$ cat config.mk
export PLATFORM = sky130hd
export DESIGN_NAME = shift_add_multiplier
export DESIGN_NICKNAME = d
export VERILOG_FILES = /design/src/rtl/shift_add_multiplier_pkg.sv /design/src/rtl/shift_add_multiplier_cla.sv /design/src/rtl/shift_add_multiplier.sv
export SDC_FILE = /design/constraint.sdc
export NUM_CORES = 1
export LEC_CHECK = 0
export ABC_CLOCK_PERIOD_IN_PS = 8920
export BUFFER_PORTS_ARGS = -buffer_cell sky130_fd_sc_hd__buf_2
export CAP_MARGIN = 20
export CORE_MARGIN = 10
export CORE_UTILIZATION = 60
export CTS_BUF_LIST = sky130_fd_sc_hd__clkbuf_16
export DETAILED_ROUTE_END_ITERATION = 8
export GPL_TIMING_DRIVEN = 0
export HOLD_SLACK_MARGIN = 0.03
export PLACE_DENSITY = 0.92
export SYNTH_ARGS = -nofsm -noshare
export SYNTH_HDL_FRONTEND = slang
export SYNTH_HIERARCHICAL = 1
export SYNTH_SLANG_ARGS = --single-unit
$ cat constraint.sdc
create_clock -name clk -period 8.92 [get_ports clk]
set_input_delay 0.446 -clock clk [delete_from_list [all_inputs] [get_ports clk]]
set_output_delay 0.446 -clock clk [all_outputs]
set_load 0.05 [all_outputs]
$ cat src/rtl/shift_add_multiplier_pkg.sv
// Shared definitions for the shift-and-add multiplier: FSM state encoding
// and the width helper for the iteration counter.
package shift_add_multiplier_pkg;

    typedef enum logic [1:0] {
        IDLE = 2'd0,
        CALC = 2'd1,
        DONE = 2'd2
    } state_e;

    // Iteration counter width for an N-bit operand.
    function automatic int cnt_width(input int n);
        return $clog2(n) + 1;
    endfunction

endpackage

$ cat src/rtl/shift_add_multiplier_cla.sv
// N-bit carry-lookahead adder producing an (N+1)-bit sum; the MSB is the
// carry out, so accumulating A + M never loses an overflow.
module CarryLookAhead_Adder #(
    parameter int N = 8
) (
    input  logic [N-1:0] num1,
    input  logic [N-1:0] num2,
    output logic [N:0]   result
);

    logic [N-1:0] gen;
    logic [N-1:0] prop;
    logic [N:0]   carry;

    // Generate/propagate terms and the lookahead carry chain.
    always_comb begin
        // NOTE: every variable gets a value before any conditional or loop
        // logic, so the block stays purely combinational with no latches.
        gen   = num1 & num2;
        prop  = num1 ^ num2;
        carry = '0;
        for (int i = 0; i < N; i++) begin
            carry[i+1] = gen[i] | (prop[i] & carry[i]);
        end
        result = {carry[N], prop ^ carry[N-1:0]};
    end

endmodule

$ cat src/rtl/shift_add_multiplier.sv
// Sequential unsigned N x N multiplier: one add-and-shift iteration per
// clock in CALC, a one-cycle done pulse in DONE, fixed N+2 cycle period.
module shift_add_multiplier
    import shift_add_multiplier_pkg::*;
#(
    parameter int N = 8
) (
    input  logic           clk,
    input  logic           rst,
    input  logic           start,
    input  logic [N-1:0]   multiplicand,
    input  logic [N-1:0]   multiplier,
    output logic           busy,
    output logic           done,
    output logic [2*N-1:0] product
);

    localparam int CW = cnt_width(N);

    state_e           state_q, state_d;
    logic [N-1:0]     m_q, m_d;
    logic [N-1:0]     a_q, a_d;
    logic [N-1:0]     q_q, q_d;
    logic             c_q, c_d;
    logic [CW-1:0]    cnt_q, cnt_d;
    logic [2*N-1:0]   product_q, product_d;

    logic [N:0]       sum;   // {C_next, A_sum} from the adder
    logic [N:0]       acc;   // {C, A} after the conditional add

    CarryLookAhead_Adder #(.N(N)) u_cla (
        .num1   (a_q),
        .num2   (m_q),
        .result (sum)
    );

    // Next-state logic: operand load in IDLE, add-and-shift in CALC.
    always_comb begin
        state_d   = state_q;
        m_d       = m_q;
        a_d       = a_q;
        q_d       = q_q;
        c_d       = c_q;
        cnt_d     = cnt_q;
        product_d = product_q;
        acc       = {c_q, a_q};

        case (state_q)
            IDLE: begin
                if (start) begin
                    m_d     = multiplicand;
                    q_d     = multiplier;
                    a_d     = '0;
                    c_d     = 1'b0;
                    cnt_d   = '0;
                    state_d = CALC;
                end
            end
            CALC: begin
                // C is always 0 between iterations, so {C,A} is the no-add case.
                acc = q_q[0] ? sum : {c_q, a_q};
                {c_d, a_d, q_d} = {1'b0, acc, q_q[N-1:1]};
                cnt_d = cnt_q + CW'(1);
                if (cnt_q == CW'(N - 1)) begin
                    product_d = {a_d, q_d};
                    state_d   = DONE;
                end
            end
            DONE: begin
                state_d = IDLE;
            end
            default: begin
                state_d = IDLE;
            end
        endcase
    end

    // State and datapath registers with synchronous reset.
    always_ff @(posedge clk) begin
        // NOTE: sequential state uses non-blocking assignments so all
        // registers update together from values sampled at the same edge.
        if (rst) begin
            // NOTE: the datapath registers are few, so they are reset along
            // with control; a reset leaves no stale operand or product.
            state_q   <= IDLE;
            m_q       <= '0;
            a_q       <= '0;
            q_q       <= '0;
            c_q       <= 1'b0;
            cnt_q     <= '0;
            product_q <= '0;
        end else begin
            state_q   <= state_d;
            m_q       <= m_d;
            a_q       <= a_d;
            q_q       <= q_d;
            c_q       <= c_d;
            cnt_q     <= cnt_d;
            product_q <= product_d;
        end
    end

    assign busy    = (state_q == CALC);
    assign done    = (state_q == DONE);
    assign product = product_q;

endmodule

## After elaboration in Yosys (flattened, before gate mapping)

Index checks and enable logic that the tools add are counted.
W data, S select, Z words.

| cells by class | value |
|---|---|
| $add $sub $neg | 1 |
| equal/unequal tests | 5 |
| multiplexer cells | 12 |
| bitwise operators | 17 |
| reduce and logical (&&, ||, !) cells | 6 |

Operators by type and width:

| operator | number |
|---|---|
| $pmux W8 S2 | 2 |
| $mux W8 | 2 |
| $xor A8 B8 Y8 | 2 |
| $mux W9 | 1 |
| $and A8 B8 Y8 | 1 |
| $pmux W4 S2 | 1 |
| $reduce_and A2 Y1 | 4 |
| $and A1 B1 Y1 | 7 |
| $or A1 B1 Y1 | 7 |
| $add A4 B1 Y4 const B | 1 |
| $eq A4 B3 Y1 const B | 1 |
| $mux W2 | 2 |
| $mux W4 | 1 |
| $pmux W2 S2 | 1 |
| $eq A2 B1 Y1 const B | 1 |
| $eq A2 B2 Y1 const B | 1 |
| $logic_not A2 Y1 | 1 |
| $ne A2 B1 Y1 const B | 1 |
| $ne A2 B2 Y1 const B | 1 |
| $pmux W1 S2 | 1 |
| $reduce_bool A2 Y1 | 1 |
| $mux W1 | 1 |

| storage, ports and cells | value |
|---|---|
| bits in registers | 47 |
| input port bits | 19 |
| word-level logic and storage cells | 48 |

## Depth between registers and ports, before layout

| depth | value |
|---|---|
| depth in word-level cells | 17 |
| gate-level depth with buffers | 13 |
| depth with buffers taken out | 13 |

## By module

Netlist, hierarchy kept.

Modules (own cells, without submodules):

| module | times used | cells an instance | area an instance (sq um) | sequential area each (sq um) |
|---|---|---|---|---|
| shift_add_multiplier | 1 | 230 | 2089.5 | 920.9 |
| CarryLookAhead_Adder | 1 | 13 | 171.4 | 0.0 |

## Least setup slack after synthesis

Ideal clock, no wire load.

| timing | value |
|---|---|
| kind | flip-flop to flip-flop |
| from | register a_q[0] |
| to | register a_q[6] |
| library setup time | 0.069 ns |
| data arrival time | 3.635 ns |
| data required time | 8.851 ns |
| slack | 5.216 ns |
| cell stages (with the launch flop) | 14 |
| buffers on the path | 0 |
| clock period less this slack | 3.704 ns |
| cells stage by stage | dfxtp_1 > ha_1 > fa_1 > fa_1 > fa_1 > fa_1 > fa_1 > fa_1 > inv_1 > fa_1 > inv_1 > mux2_2 > nand2_1 > a21oi_2 |

| on the way | value |
|---|---|
| word-level cells in the longest chain between the ends | 16 |

Ends and longest elaborated chain:

| item | line | source |
|---|---|---|
| from (decl) | shift_add_multiplier.sv:22 | `logic [N-1:0] a_q, a_d;` |
| from (signal assigned) | shift_add_multiplier.sv:87 | `a_q <= '0;` |
| from (signal assigned) | shift_add_multiplier.sv:95 | `a_q <= a_d;` |
| $and A8 B8 Y8 | shift_add_multiplier_cla.sv:19 | `gen = num1 & num2;` |
| $and A1 B1 Y1 | shift_add_multiplier_cla.sv:23 | `carry[i+1] = gen[i] \| (prop[i] & carry[i]);` |
| $or A1 B1 Y1 | shift_add_multiplier_cla.sv:23 |  |
| $and A1 B1 Y1 | shift_add_multiplier_cla.sv:23 |  |
| $or A1 B1 Y1 | shift_add_multiplier_cla.sv:23 |  |
| $and A1 B1 Y1 | shift_add_multiplier_cla.sv:23 |  |
| $or A1 B1 Y1 | shift_add_multiplier_cla.sv:23 |  |
| $and A1 B1 Y1 | shift_add_multiplier_cla.sv:23 |  |
| $or A1 B1 Y1 | shift_add_multiplier_cla.sv:23 |  |
| $and A1 B1 Y1 | shift_add_multiplier_cla.sv:23 |  |
| $or A1 B1 Y1 | shift_add_multiplier_cla.sv:23 |  |
| $and A1 B1 Y1 | shift_add_multiplier_cla.sv:23 |  |
| $or A1 B1 Y1 | shift_add_multiplier_cla.sv:23 |  |
| $xor A8 B8 Y8 | shift_add_multiplier_cla.sv:25 | `result = {carry[N], prop ^ carry[N-1:0]};` |
| named net sum[7] | shift_add_multiplier.sv:28 | `logic [N:0] sum;` |
| $mux W9 | shift_add_multiplier.sv:61 | `acc = q_q[0] ? sum : {c_q, a_q};` |
| $pmux W8 S2 | shift_add_multiplier.sv:48 | `case (state_q)` |

The timed path passes the listed nets, and every way through them passes these cells.
A chain may end at the register's enable or synchronous reset.

## Worst setup path in the final report

| timing | value |
|---|---|
| from | register a_q[0] |
| to | register product_q[14] (netlist: product[14]) |

| on the way | value |
|---|---|
| word-level cells in the longest chain between the ends | 15 |

Ends and longest elaborated chain:

| item | line | source |
|---|---|---|
| $and A8 B8 Y8 | shift_add_multiplier_cla.sv:19 |  |
| $and A1 B1 Y1 | shift_add_multiplier_cla.sv:23 |  |
| $or A1 B1 Y1 | shift_add_multiplier_cla.sv:23 |  |
| $and A1 B1 Y1 | shift_add_multiplier_cla.sv:23 |  |
| $or A1 B1 Y1 | shift_add_multiplier_cla.sv:23 |  |
| $and A1 B1 Y1 | shift_add_multiplier_cla.sv:23 |  |
| $or A1 B1 Y1 | shift_add_multiplier_cla.sv:23 |  |
| $and A1 B1 Y1 | shift_add_multiplier_cla.sv:23 |  |
| $or A1 B1 Y1 | shift_add_multiplier_cla.sv:23 |  |
| $and A1 B1 Y1 | shift_add_multiplier_cla.sv:23 |  |
| $or A1 B1 Y1 | shift_add_multiplier_cla.sv:23 |  |
| $and A1 B1 Y1 | shift_add_multiplier_cla.sv:23 |  |
| $or A1 B1 Y1 | shift_add_multiplier_cla.sv:23 |  |
| $xor A8 B8 Y8 | shift_add_multiplier_cla.sv:25 |  |
| named net sum[7] | shift_add_multiplier.sv:28 |  |
| $mux W9 | shift_add_multiplier.sv:61 |  |
| to (signal assigned) | shift_add_multiplier.sv:99 | `product_q <= product_d;` |
| to (decl) | shift_add_multiplier.sv:26 | `logic [2*N-1:0] product_q, product_d;` |

The timed path passes the listed nets, and every way through them passes these cells.

==> results.toml <==
[floorplan]
num_rows = 22
die_h_microns = 81.4
die_area_sq_um = 6620
fp.dieW_microns = 81.4
initial_utilization = 0.618
core_sq_um = 3660
io_pins = 37

[detailed_routing]
wl_microns = 5550
via_per_inst = 5.59
first_iter_violations = 151
vias = 1868
drc = 0
detail-route-antenna-nets = 0
dr.pass1.iters = 6
wire_per_inst_microns = 16.6

[final_layout]
fin_nets = 313
syn2layout_area_growth_pct = 16.5
finalInstanceArea_sq_um = 2630
antenna_cells = 0
layout-drive-gt1-share = 0.325

[sta]
timing.final.hold_violations = 0
finalSetupViolations = 0
post-route-min-period_ns = 3.91
final.setup.tns_ns = 0
rsz0062_at_grt = "no"
relSlewSlack = 0.461
fin_crit_sh = 0.438
skew_ns = 0.00504
slew_viol_final = 0
tightest_slew_ns = 0.805
max_clock_freq_ghz = 0.256
fin_ws_ns = 5.01

[place]
place_hpwl_microns = 3940
gp_congestion = 0.816
portBuffers = 35
postPlaceCellArea_sq_um = 2500
dp_slack_ns = 4.97

[worst_setup_path]
cp_cell_sequence = "ha_1 -> fa_1 -> fa_1 -> fa_1 -> fa_1 -> fa_1 -> fa_1 -> inv_1 -> fa_1 -> inv_1 -> mux2_2 -> nor3_1 -> nor3_1"
cp_common_cell = "fa_1"
end_kind = "flop"
reg2reg_depth = 13
critical_path.top_delay_family = "adder cells"
start_kind = "flop"
crit_arrival_ns = 4.11
cp_slowest_stage_delay_ns = 0.42
rr_startpoint = "a_q[0]"
timing.rr.end = "product[14]"
path_class = "flop to flop"
crit_required_ns = 9.12
crit_fanout = 3
slowest_stage = "fa_1"
reg2reg_slack_ns = 5.01
cp_num_buf_inv = 2

[synth]
ys_dominant_reg_cell = "dfxtp_1"
yosys_register_bits = 46
synth.avg_cell_area_sq_um = 9.30
yosys.area_share.adder = 0.0730
synth_nets = 271
synthesis.area_sq_um = 2260
synth.area.mux_share = 0.0393
synthSimpleGateAreaFrac = 0.246
async_flop_share = 0
synth_compound_area_frac = 0.144
synth_seq_area_share = 0.407
syn-instance-count = 243
synth_edf_count = 0
yosysWarnings = 6
synth_cell_type_count = 36
synth_xor_area_frac = 0.00387
synth_top_family_by_area = "simple AND/OR/NAND/NOR gates"

[global_routing]
busiest_layer = "met2"
grt_pass1_vias = 1943
track_usage = 0.177
grt_max_degree = 14
gr-usage-met1 = 0.198
overflow = 0
grtUsageMet3 = 0.0530
antenna_found_initial = 0
grt_first_pass_wirelength_microns = 9170
gr-usage-met2 = 0.317

[job]
maxCapViolations = 0

[clock_network]
post_cts_resized = 0
numCtsBuffers = 5
cts_tree = "built"
clock_sinks = 46
insertion_delay_ns = 0.29
htreeDepth = 2
post_cts_buffers = 0
clock-root-buffer = "clkbuf_16"
cts_hold_buf = 0
cts.reportedPaths.clkPinSlew_ns = 0.06
clockBufferDepth = 2

[status]
status = "finished, final reports clean"

[worst_hold_path]
holdCritStartpoint = "multiplicand[1]"
whs_path_depth = 3
min_delay_worst_endpoint = "m_q[1]"
hold_class = "primary input to flop"

[pwr]
peakVddDrop_uv = 154
p_leak_uw = 0.00106
finalPower_uw = 448
powerDensity_nw_per_um2 = 170
==> routing by layer <==
| metal | vias up | part of all wire |
|---|---|---|
| li1 | 917 | - |
| met1 | 874 | 0.41 |
| met2 | 67 | 0.51 |
| met3 | 10 | 0.074 |
| met4 | 0 | 0.013 |
| met5 | - | 0 |
==> area by class of cell <==
type,instances,area (sq um)
fillers,275,1030
flip-flops and latches,46,921
well taps,48,60.1
repair buffers,35,175
multi-input cells,170,1140
clock buffers,5,125
inverters,6,22.5
plain buffers,21,174
clock inverters,3,12.5
==> cell usage in the layout (no fill, tap or decap), types with 2 or more instances in the layout <==
cell type,netlist,final
fa_1,7,7
a21oi_2,10,10
nor3_1,16,16
dfxtp_1,46,46
buf_4,2,2
nor4_2,2,2
a21oi_1,27,27
clkbuf_16,0,5
buf_2,3,38
buf_6,9,9
o21ba_2,2,2
nand3b_1,2,2
nor4_1,5,5
nand2b_1,3,3
nand2_1,27,27
ha_1,2,2
nor2_1,20,20
o21ai_0,9,9
clkbuf_1,6,6
nand3_2,9,9
nand3_1,9,9
mux2_2,7,7
inv_1,5,6
nor2_4,2,2
==> logic make-up after synthesis <==
| logic type | Yosys count |
|---|---|
| multiplexers | 8 |
| XOR/XNOR | 1 |
| AND/OR/NAND/NOR | 101 |
| buffers and inverters | 27 |
| flip-flops | 46 |
| adder cells (fa/ha/maj) | 9 |
| AO/OA/AOI/OAI | 51 |
==> cell usage after synthesis, types with 3 or more instances <==
cell type  instances  share of area
o21ai_0            9          0.020
nor3_1            16          0.035
mux2_2             7          0.035
nand2_1           27          0.045
nand3_1            9          0.020
a21oi_1           27          0.060
nor4_1             5          0.014
dfxtp_1           46           0.41
buf_6              9          0.045
a21oi_2           10          0.039
clkbuf_1           6          0.010
buf_2              3         0.0066
inv_1              5         0.0083
fa_1               7          0.062
nor2_1            20          0.033
nand3_2            9          0.040
nand2b_1           3         0.0083
==> worst max path at each step <==
stage	from	endpoint	slack, ns	cells after the start
after floorplan	a_q[0]	a_q[6]	5.22	13
after global placement	a_q[0]	product[14]	5.08	13
after detailed placement	a_q[0]	product[14]	4.97	13
after CTS	a_q[0]	product[14]	4.97	13
after global routing	a_q[0]	product[14]	4.83	13
final	a_q[0]	product[14]	5.01	13
==> power breakdown <==
group	internal (uW)	switching [uW]	total (uW)	leakage (uW)
registers	212	5.19	217	0.000374
clock network	101	73.1	174	0.0000724
logic	22.3	33.6	55.9	0.000613
total	336	112	448	0.00106
==> registers in the layout (all words and copies together) (netlist names) <==
| signal | count |
|---|---|
| state_q | 2 |
| q_q | 8 |
| a_q | 8 |
| m_q | 8 |
| product | 16 |
| cnt_q | 4 |
==> metrics by stage <==
step,instances,hold slack (ns),util
final,334,0.394,0.719
after global routing,334,0.408,0.719
after CTS,334,0.396,0.719
after detailed placement,326,0.450,0.682
after global placement,326,0.447,0.682
after floorplan,243,0.436,-
==> tightest hold or removal path, stage by stage <==
cell     delay, ns
buf_2         0.09
nand2_1       0.04
a21oi_1       0.05
Note: power is estimated with default switching activity, not from simulation.
